**src/rtl/uibi_pkg.sv**
```systemverilog
// Shared definitions for the unisys internal bus (UIBI).
// Holds the default bus geometry, the arbiter FSM state type and the
// byte-lane mode encodings used by masters and slaves.
package uibi_pkg;

    localparam int UIBI_XLEN        = 32;
    localparam int UIBI_SLAVE_WIDTH = 4;

    typedef enum logic [1:0] {
        IDLE = 2'd0,
        BUSY = 2'd1,
        RESP = 2'd2
    } uibi_state_t;

    localparam logic [2:0] UIBI_MODE_WORD = 3'b111;
    localparam logic [2:0] UIBI_MODE_HALF = 3'b011;
    localparam logic [2:0] UIBI_MODE_BYTE = 3'b001;

endpackage

```
**src/rtl/uibi_rr_picker.sv**
```systemverilog
// Combinational round-robin picker.
// Ports:
//   req        - request vector, one bit per requester
//   last_grant - index of the most recently granted requester
//   valid      - at least one request is pending
//   idx        - winner: first requester found searching from last_grant+1, wrapping
module uibi_rr_picker
    import uibi_pkg::*;
#(
    parameter int N  = 2,
    parameter int IW = (N > 1) ? $clog2(N) : 1
) (
    input  logic [N-1:0]  req,
    input  logic [IW-1:0] last_grant,
    output logic          valid,
    output logic [IW-1:0] idx
);

    logic          hi_valid_s;
    logic          lo_valid_s;
    logic [IW-1:0] hi_idx_s;
    logic [IW-1:0] lo_idx_s;

    // Lowest requester above last_grant wins; otherwise wrap to the lowest at or below it.
    always_comb begin
        hi_valid_s = 1'b0;
        lo_valid_s = 1'b0;
        hi_idx_s   = '0;
        lo_idx_s   = '0;
        // Scanning downwards leaves the lowest matching index in each half.
        for (int i = N - 1; i >= 0; i--) begin
            if (req[i]) begin
                if (i > int'(last_grant)) begin
                    hi_valid_s = 1'b1;
                    hi_idx_s   = IW'(i);
                end else begin
                    lo_valid_s = 1'b1;
                    lo_idx_s   = IW'(i);
                end
            end else begin
                hi_valid_s = hi_valid_s;
            end
        end
        valid = hi_valid_s | lo_valid_s;
        if (hi_valid_s) begin
            idx = hi_idx_s;
        end else begin
            idx = lo_idx_s;
        end
    end

endmodule

```
**src/rtl/uibi_arbiter.sv**
```systemverilog
// Shared-bus arbiter and slave router for the unisys internal bus.
// Grants one of MASTER_NUM masters round-robin, latches its transaction,
// forwards it to the slave chosen by the latched slave index, and returns
// read data plus a one-cycle ready pulse to the granted master. Unmapped
// slave indices and slaves that stall beyond TIMEOUT are answered with 0.
// Ports:
//   clk, rst                       - clock, synchronous active-high reset
//   master_dat_i/addr/num/wen/mode - per-master transaction fields
//   master_req                     - per-master request, held until ready
//   master_dat_o, master_ready     - response data (broadcast) and ready pulse
//   slave_dat_o/addr/wen/mode      - latched fields broadcast to every slave
//   slave_req                      - one-hot request to the selected slave
//   slave_dat_i, slave_ready       - per-slave read data and completion
module uibi_arbiter
    import uibi_pkg::*;
#(
    parameter int XLEN        = UIBI_XLEN,
    parameter int SLAVE_WIDTH = UIBI_SLAVE_WIDTH,
    parameter int MASTER_NUM  = 2,
    parameter int SLAVE_NUM   = 16,
    parameter int TIMEOUT     = 255
) (
    input  logic                                   clk,
    input  logic                                   rst,
    input  logic [MASTER_NUM*XLEN-1:0]             master_dat_i,
    output logic [MASTER_NUM*XLEN-1:0]             master_dat_o,
    input  logic [MASTER_NUM*(XLEN-SLAVE_WIDTH)-1:0] master_addr,
    input  logic [MASTER_NUM*SLAVE_WIDTH-1:0]      master_num,
    input  logic [MASTER_NUM-1:0]                  master_req,
    input  logic [MASTER_NUM-1:0]                  master_wen,
    input  logic [MASTER_NUM*3-1:0]                master_mode,
    output logic [MASTER_NUM-1:0]                  master_ready,
    output logic [SLAVE_NUM*XLEN-1:0]              slave_dat_o,
    input  logic [SLAVE_NUM*XLEN-1:0]              slave_dat_i,
    output logic [SLAVE_NUM*(XLEN-SLAVE_WIDTH)-1:0] slave_addr,
    output logic [SLAVE_NUM-1:0]                   slave_req,
    output logic [SLAVE_NUM-1:0]                   slave_wen,
    output logic [SLAVE_NUM*3-1:0]                 slave_mode,
    input  logic [SLAVE_NUM-1:0]                   slave_ready
);

    localparam int AW  = XLEN - SLAVE_WIDTH;
    localparam int MIW = (MASTER_NUM > 1) ? $clog2(MASTER_NUM) : 1;
    localparam int CW  = $clog2(TIMEOUT + 2);
    localparam logic [SLAVE_WIDTH:0] SLAVE_LIMIT = (SLAVE_WIDTH + 1)'(SLAVE_NUM);

    uibi_state_t            state_r, state_nx_s;
    logic [MIW-1:0]         grant_r, grant_nx_s;
    logic [MIW-1:0]         last_grant_r, last_grant_nx_s;
    logic [CW-1:0]          cnt_r, cnt_nx_s;
    logic [AW-1:0]          addr_r, addr_nx_s;
    logic [SLAVE_WIDTH-1:0] num_r, num_nx_s;
    logic                   wen_r, wen_nx_s;
    logic [2:0]             mode_r, mode_nx_s;
    logic [XLEN-1:0]        wdat_r, wdat_nx_s;
    logic [XLEN-1:0]        rdata_r, rdata_nx_s;
    logic [SLAVE_NUM-1:0]   slave_req_r, slave_req_nx_s;
    logic [MASTER_NUM-1:0]  master_ready_r, master_ready_nx_s;

    logic                   pick_valid_s;
    logic [MIW-1:0]         pick_idx_s;
    logic [AW-1:0]          win_addr_s;
    logic [SLAVE_WIDTH-1:0] win_num_s;
    logic                   win_wen_s;
    logic [2:0]             win_mode_s;
    logic [XLEN-1:0]        win_dat_s;
    logic                   sel_ready_s;
    logic [XLEN-1:0]        sel_dat_s;

    uibi_rr_picker #(
        .N  (MASTER_NUM),
        .IW (MIW)
    ) u_picker (
        .req        (master_req),
        .last_grant (last_grant_r),
        .valid      (pick_valid_s),
        .idx        (pick_idx_s)
    );

    // Route the picked master's request fields toward the transaction latches.
    always_comb begin
        win_addr_s = '0;
        win_num_s  = '0;
        win_wen_s  = 1'b0;
        win_mode_s = 3'b000;
        win_dat_s  = '0;
        for (int m = 0; m < MASTER_NUM; m++) begin
            if (pick_idx_s == MIW'(m)) begin
                win_addr_s = master_addr[m*AW +: AW];
                win_num_s  = master_num[m*SLAVE_WIDTH +: SLAVE_WIDTH];
                win_wen_s  = master_wen[m];
                win_mode_s = master_mode[m*3 +: 3];
                win_dat_s  = master_dat_i[m*XLEN +: XLEN];
            end else begin
                win_wen_s = win_wen_s;
            end
        end
    end

    // Select ready and read data of the latched slave; other slaves are ignored.
    always_comb begin
        sel_ready_s = 1'b0;
        sel_dat_s   = '0;
        for (int s = 0; s < SLAVE_NUM; s++) begin
            if (num_r == SLAVE_WIDTH'(s)) begin
                sel_ready_s = slave_ready[s];
                sel_dat_s   = slave_dat_i[s*XLEN +: XLEN];
            end else begin
                sel_ready_s = sel_ready_s;
            end
        end
    end

    // Next-state logic plus next values of the registered request/ready outputs.
    always_comb begin
        state_nx_s      = state_r;
        grant_nx_s      = grant_r;
        last_grant_nx_s = last_grant_r;
        cnt_nx_s        = cnt_r;
        addr_nx_s       = addr_r;
        num_nx_s        = num_r;
        wen_nx_s        = wen_r;
        mode_nx_s       = mode_r;
        wdat_nx_s       = wdat_r;
        rdata_nx_s      = rdata_r;
        case (state_r)
            IDLE: begin
                if (pick_valid_s) begin
                    grant_nx_s      = pick_idx_s;
                    last_grant_nx_s = pick_idx_s;
                    cnt_nx_s        = '0;
                    addr_nx_s       = win_addr_s;
                    num_nx_s        = win_num_s;
                    wen_nx_s        = win_wen_s;
                    mode_nx_s       = win_mode_s;
                    wdat_nx_s       = win_dat_s;
                    if ({1'b0, win_num_s} < SLAVE_LIMIT) begin
                        state_nx_s = BUSY;
                    end else begin
                        // Nothing lives at this index: answer immediately with 0.
                        state_nx_s = RESP;
                        rdata_nx_s = '0;
                    end
                end else begin
                    state_nx_s = IDLE;
                end
            end
            BUSY: begin
                if (sel_ready_s) begin
                    state_nx_s = RESP;
                    if (wen_r) begin
                        rdata_nx_s = '0;
                    end else begin
                        rdata_nx_s = sel_dat_s;
                    end
                end else if (cnt_r == CW'(TIMEOUT)) begin
                    state_nx_s = RESP;
                    rdata_nx_s = '0;
                end else begin
                    cnt_nx_s = cnt_r + CW'(1);
                end
            end
            RESP: begin
                state_nx_s = IDLE;
            end
            default: begin
                state_nx_s = IDLE;
            end
        endcase

        // Outputs are registered, so decode them from the state being entered.
        slave_req_nx_s    = '0;
        master_ready_nx_s = '0;
        for (int s = 0; s < SLAVE_NUM; s++) begin
            if ((state_nx_s == BUSY) && (num_nx_s == SLAVE_WIDTH'(s))) begin
                slave_req_nx_s[s] = 1'b1;
            end else begin
                slave_req_nx_s[s] = 1'b0;
            end
        end
        for (int m = 0; m < MASTER_NUM; m++) begin
            if ((state_nx_s == RESP) && (grant_nx_s == MIW'(m))) begin
                master_ready_nx_s[m] = 1'b1;
            end else begin
                master_ready_nx_s[m] = 1'b0;
            end
        end
    end

    // FSM state, transaction latches and output registers.
    always_ff @(posedge clk) begin
        if (rst) begin
            state_r        <= IDLE;
            grant_r        <= '0;
            last_grant_r   <= MIW'(MASTER_NUM - 1);
            cnt_r          <= '0;
            addr_r         <= '0;
            num_r          <= '0;
            wen_r          <= 1'b0;
            mode_r         <= 3'b000;
            wdat_r         <= '0;
            rdata_r        <= '0;
            slave_req_r    <= '0;
            master_ready_r <= '0;
        end else begin
            state_r        <= state_nx_s;
            grant_r        <= grant_nx_s;
            last_grant_r   <= last_grant_nx_s;
            cnt_r          <= cnt_nx_s;
            addr_r         <= addr_nx_s;
            num_r          <= num_nx_s;
            wen_r          <= wen_nx_s;
            mode_r         <= mode_nx_s;
            wdat_r         <= wdat_nx_s;
            rdata_r        <= rdata_nx_s;
            slave_req_r    <= slave_req_nx_s;
            master_ready_r <= master_ready_nx_s;
        end
    end

    assign master_dat_o = {MASTER_NUM{rdata_r}};
    assign master_ready = master_ready_r;
    assign slave_req    = slave_req_r;
    assign slave_dat_o  = {SLAVE_NUM{wdat_r}};
    assign slave_addr   = {SLAVE_NUM{addr_r}};
    assign slave_wen    = {SLAVE_NUM{wen_r}};
    assign slave_mode   = {SLAVE_NUM{mode_r}};

endmodule

```
**config.mk**
```make
export PLATFORM = sky130hd
export DESIGN_NAME = uibi_arbiter
export DESIGN_NICKNAME = d
export VERILOG_FILES = /design/src/rtl/uibi_pkg.sv /design/src/rtl/uibi_rr_picker.sv /design/src/rtl/uibi_arbiter.sv
export SDC_FILE = /design/constraint.sdc
export NUM_CORES = 1
export LEC_CHECK = 0
export CORE_AREA = 2 2 687 689
export DETAILED_ROUTE_END_ITERATION = 7
export DIE_AREA = 0 0 689 691
export GPL_TIMING_DRIVEN = 0
export SYNTH_ARGS = -nofsm -noshare
export SYNTH_HDL_FRONTEND = slang
export SYNTH_SLANG_ARGS = --single-unit
```
**constraint.sdc**
```tcl
create_clock -name clk -period 3.3 [get_ports clk]
set_clock_uncertainty 0.1 [all_clocks]
set_input_delay 0.825 -clock clk [delete_from_list [all_inputs] [get_ports clk]]
set_output_delay 0.825 -clock clk [all_outputs]
set_load 0.05 [all_outputs]
```
==> results.py <==
metrics = {
    "critical_path": {
        "critical_path_required_ns": 3.64,
        "endpoint_kind": "flop",
        "crit_path_start_kind": "flop",
        "cp.arrival_ns": 3.72,
        "criticalPathCategory": "reg -> reg",
        "cp_max_fo": 10,
    },
    "yosys": {
        "synth.most_common_cell": "buf_4",
        "synth_top_area_share_pct": 42.4,
        "netlist.top_cell.by_area": "buf_4",
        "synth_common_cells": "1001 x buf_4, 155 x nor2_1, 131 x dfxtp_1",
        "postSynthCellCount": 2295,
        "avgSynthCellArea_um2": 7.72,
        "synth_nets": 2965,
        "ys_types": 81,
        "ys_warn_count": 0,
        "synth_edf_count": 0,
        "ys_seq_elements": 131,
        "yosys-top-cells-area": "buf_4 42%, dfxtp_1 15%, mux2i_1 7.3%",
        "synth_seq_area_share_pct": 14.8,
        "syn_area_um2": 17700,
        "synth_ff_type": "dfxtp_1",
        "async_flop_share_pct": 0,
    },
    "clock_tree": {
        "cts_buffer_depth": 3,
        "clk_transition_reported_paths_ns": 0.07,
        "htreeDepth": 4,
        "cts_root_buf": "clkbuf_16",
        "clk_latency_ns": 0.60,
        "clock_sinks": 131,
        "cts_hold_buf": 0,
        "cts_tree": "done",
        "cts_buffers": 21,
    },
    "finish": {
        "drive_gt1_share_pct": 33.3,
        "synthToLayoutAreaGrowth_pct": 158,
        "fin_nets": 4788,
        "stdcell_area_um2": 45700,
        "final_util_pct": 9.74,
    },
    "power": {
        "total_power_mw": 26.1,
        "ir_drop_mv": 0.354,
        "cellLeakagePower_nw": 16.5,
        "power_density_nw_per_um2": 570,
    },
    "drt": {
        "drt-total-wl_mm": 280,
        "viasPerCell": 2.41,
        "ant_nets": 0,
        "first_iter_violations": 2107,
        "dr_total_vias": 25100,
        "dr.pass1.iters": 5,
        "drc_errors": 0,
        "post_drt_wl_per_cell_um": 26.8,
    },
    "timing": {
        "period_minus_slack_ns": 3.39,
        "period_share_pct": 103,
        "setup_viol": 4,
        "rsz0062_at_grt": "true",
        "hold_viol": 0,
        "fmax_mhz": 295,
        "finalWorstSetupSlack_ns": -0.0876,
        "drv_slew": 0,
        "slew_headroom_pct": 11.6,
        "tightest_slew_ns": 1.32,
    },
    "run_status": {
        "violations": "setup timing",
        "run_status": "complete, but fails checks",
    },
    "floorplan": {
        "io_pins": 1774,
        "core_area_um2": 469000,
        "start_util_pct": 3.78,
        "chipWidth_um": 689,
        "num_rows": 252,
        "die_h_um": 691,
        "die_area_um2": 476000,
    },
    "place": {
        "pre_cts_ws_ns": -2.19,
        "place_area_um2": 43800,
        "hpwlAfterDp_mm": 253,
        "numPortBuffers": 1773,
        "place_congestion": 0.989,
    },
    "global_routing": {
        "grt_util_met2_pct": 19.3,
        "gr-usage-met3_pct": 4.30,
        "track_usage_pct": 11.2,
        "busiest_layer": "met2",
        "grt_pass1_wl_mm": 327,
        "grt_start_max_net_pins": 19,
        "antenna_found_initial": 266,
        "overflow": 0,
        "met1_usage_pct": 12.0,
        "first_global_vias": 22800,
    },
    "flow_run": {
        "cap_violations": 0,
    },
    "min_path": {
        "hold_class": "reg -> reg",
    },
}
-- metrics by stage --
step / instances / TNS, ns / hold WS [ns]
after global placement: 10300 / -331.45 / 0.350
final: 10400 / -0.168 / 0.365
after detailed placement: 10300 / -120.46 / 0.357
after global routing: 10400 / -0.0842 / 0.394
after CTS: 10400 / -0.0220 / 0.365
after floorplan: 2295 / 0 / 0.333
-- final timing paths --
| check | start | endpoint | slack (ns) | cells after the start |
|---|---|---|---|---|
| min reg2reg | cnt_r[8]$_SDFFE_PP0P_ | cnt_r[8]$_SDFFE_PP0P_ | 0.37 | 2 |
| min | cnt_r[8]$_SDFFE_PP0P_ | cnt_r[8]$_SDFFE_PP0P_ | 0.37 | 2 |
| max reg2reg | num_r[1]$_SDFF_PP0_ | rdata_r[3]$_SDFFE_PP0P_ | -0.09 | 10 |
| max | num_r[1]$_SDFF_PP0_ | rdata_r[3]$_SDFFE_PP0P_ | -0.09 | 10 |
-- kinds of logic after synthesis --
| group | Yosys count | synth area share, % |
|---|---|---|
| buffers and inverters | 1130 | 45.7 |
| AO/OA/AOI/OAI | 515 | 20.8 |
| AND/OR/NAND/NOR | 367 | 9.63 |
| multiplexers | 150 | 8.88 |
| flip-flops | 131 | 14.8 |
| adder cells (fa/ha/maj) | 2 | 0.141 |
-- area by class of cell --
class / instances / area (µm²)
diodes: 96 / 240
plain buffers: 1115 / 8280
clock buffers: 26 / 574
clock inverters: 7 / 116
fillers: 54400 / 423000
inverters: 11 / 42.5
multi-input cells: 1034 / 7600
flip-flops and latches: 131 / 2850
well taps: 6223 / 7790
repair buffers: 1804 / 18200
-- placed cells by master, fill, tap and decap left out, types with 15 or more instances in the layout --
cell type and instances:
clkbuf_1 29, buf_6 23, nand2_1 66, nor2_1 141, clkbuf_2 25, nor2b_1 20, o22ai_1 39, dlygate4sd2_1 67
clkdlybuf4s50_1 1695, a211oi_1 67, buf_2 16, dfxtp_4 56, nor3_1 32, mux2_2 17, mux2i_1 116, a221oi_1 15
buf_4 1016, a21oi_1 80, a22oi_1 40, diode_2 96, o21ai_0 71, nand2b_1 15, dfxtp_1 62, clkbuf_16 21
-- power by group --
| group | leakage [nW] | switching (mW) | total (mW) | internal [mW] |
|---|---|---|---|---|
| Combinational | 15.1 | 12.6 | 20.1 | 7.58 |
| Sequential | 1.11 | 1.40 | 3.24 | 1.84 |
| Clock | 0.338 | 1.22 | 2.69 | 1.47 |
-- critical path: stages, from the launching register on --
cell       delay, ns
dfxtp_4         0.43
buf_4           0.20
buf_2           0.24
buf_4           0.30
buf_4           0.33
buf_6           0.31
o2bb2ai_2       0.21
a32oi_1         0.26
a21oi_1         0.14
nor3_4          0.56
o2bb2ai_1       0.11
-- layer usage --
layer	share of wire (%)	wire (µm)	vias up
li1	-	-	10800
met1	36	102000	11700
met2	48	135000	1936
met3	9.7	27100	563
met4	5.6	15600	128
met5	0.31	853	-
-- flip-flops by register name, indices dropped and copies added (netlist names), 2 cells and up --
register      count
wdat_r           32
cnt_r             9
master_ready      2
addr_r           28
slave_req        16
num_r             4
mode_r            3
rdata_r          32
state_r           2
-- repair_timing --
item                        CTS  global route
resized for setup           397            18
buffers inserted             10             0
setup endpoints to repair  1116            45
pin swaps                    14             3
No activity file was read; power rests on OpenSTA's default activity.
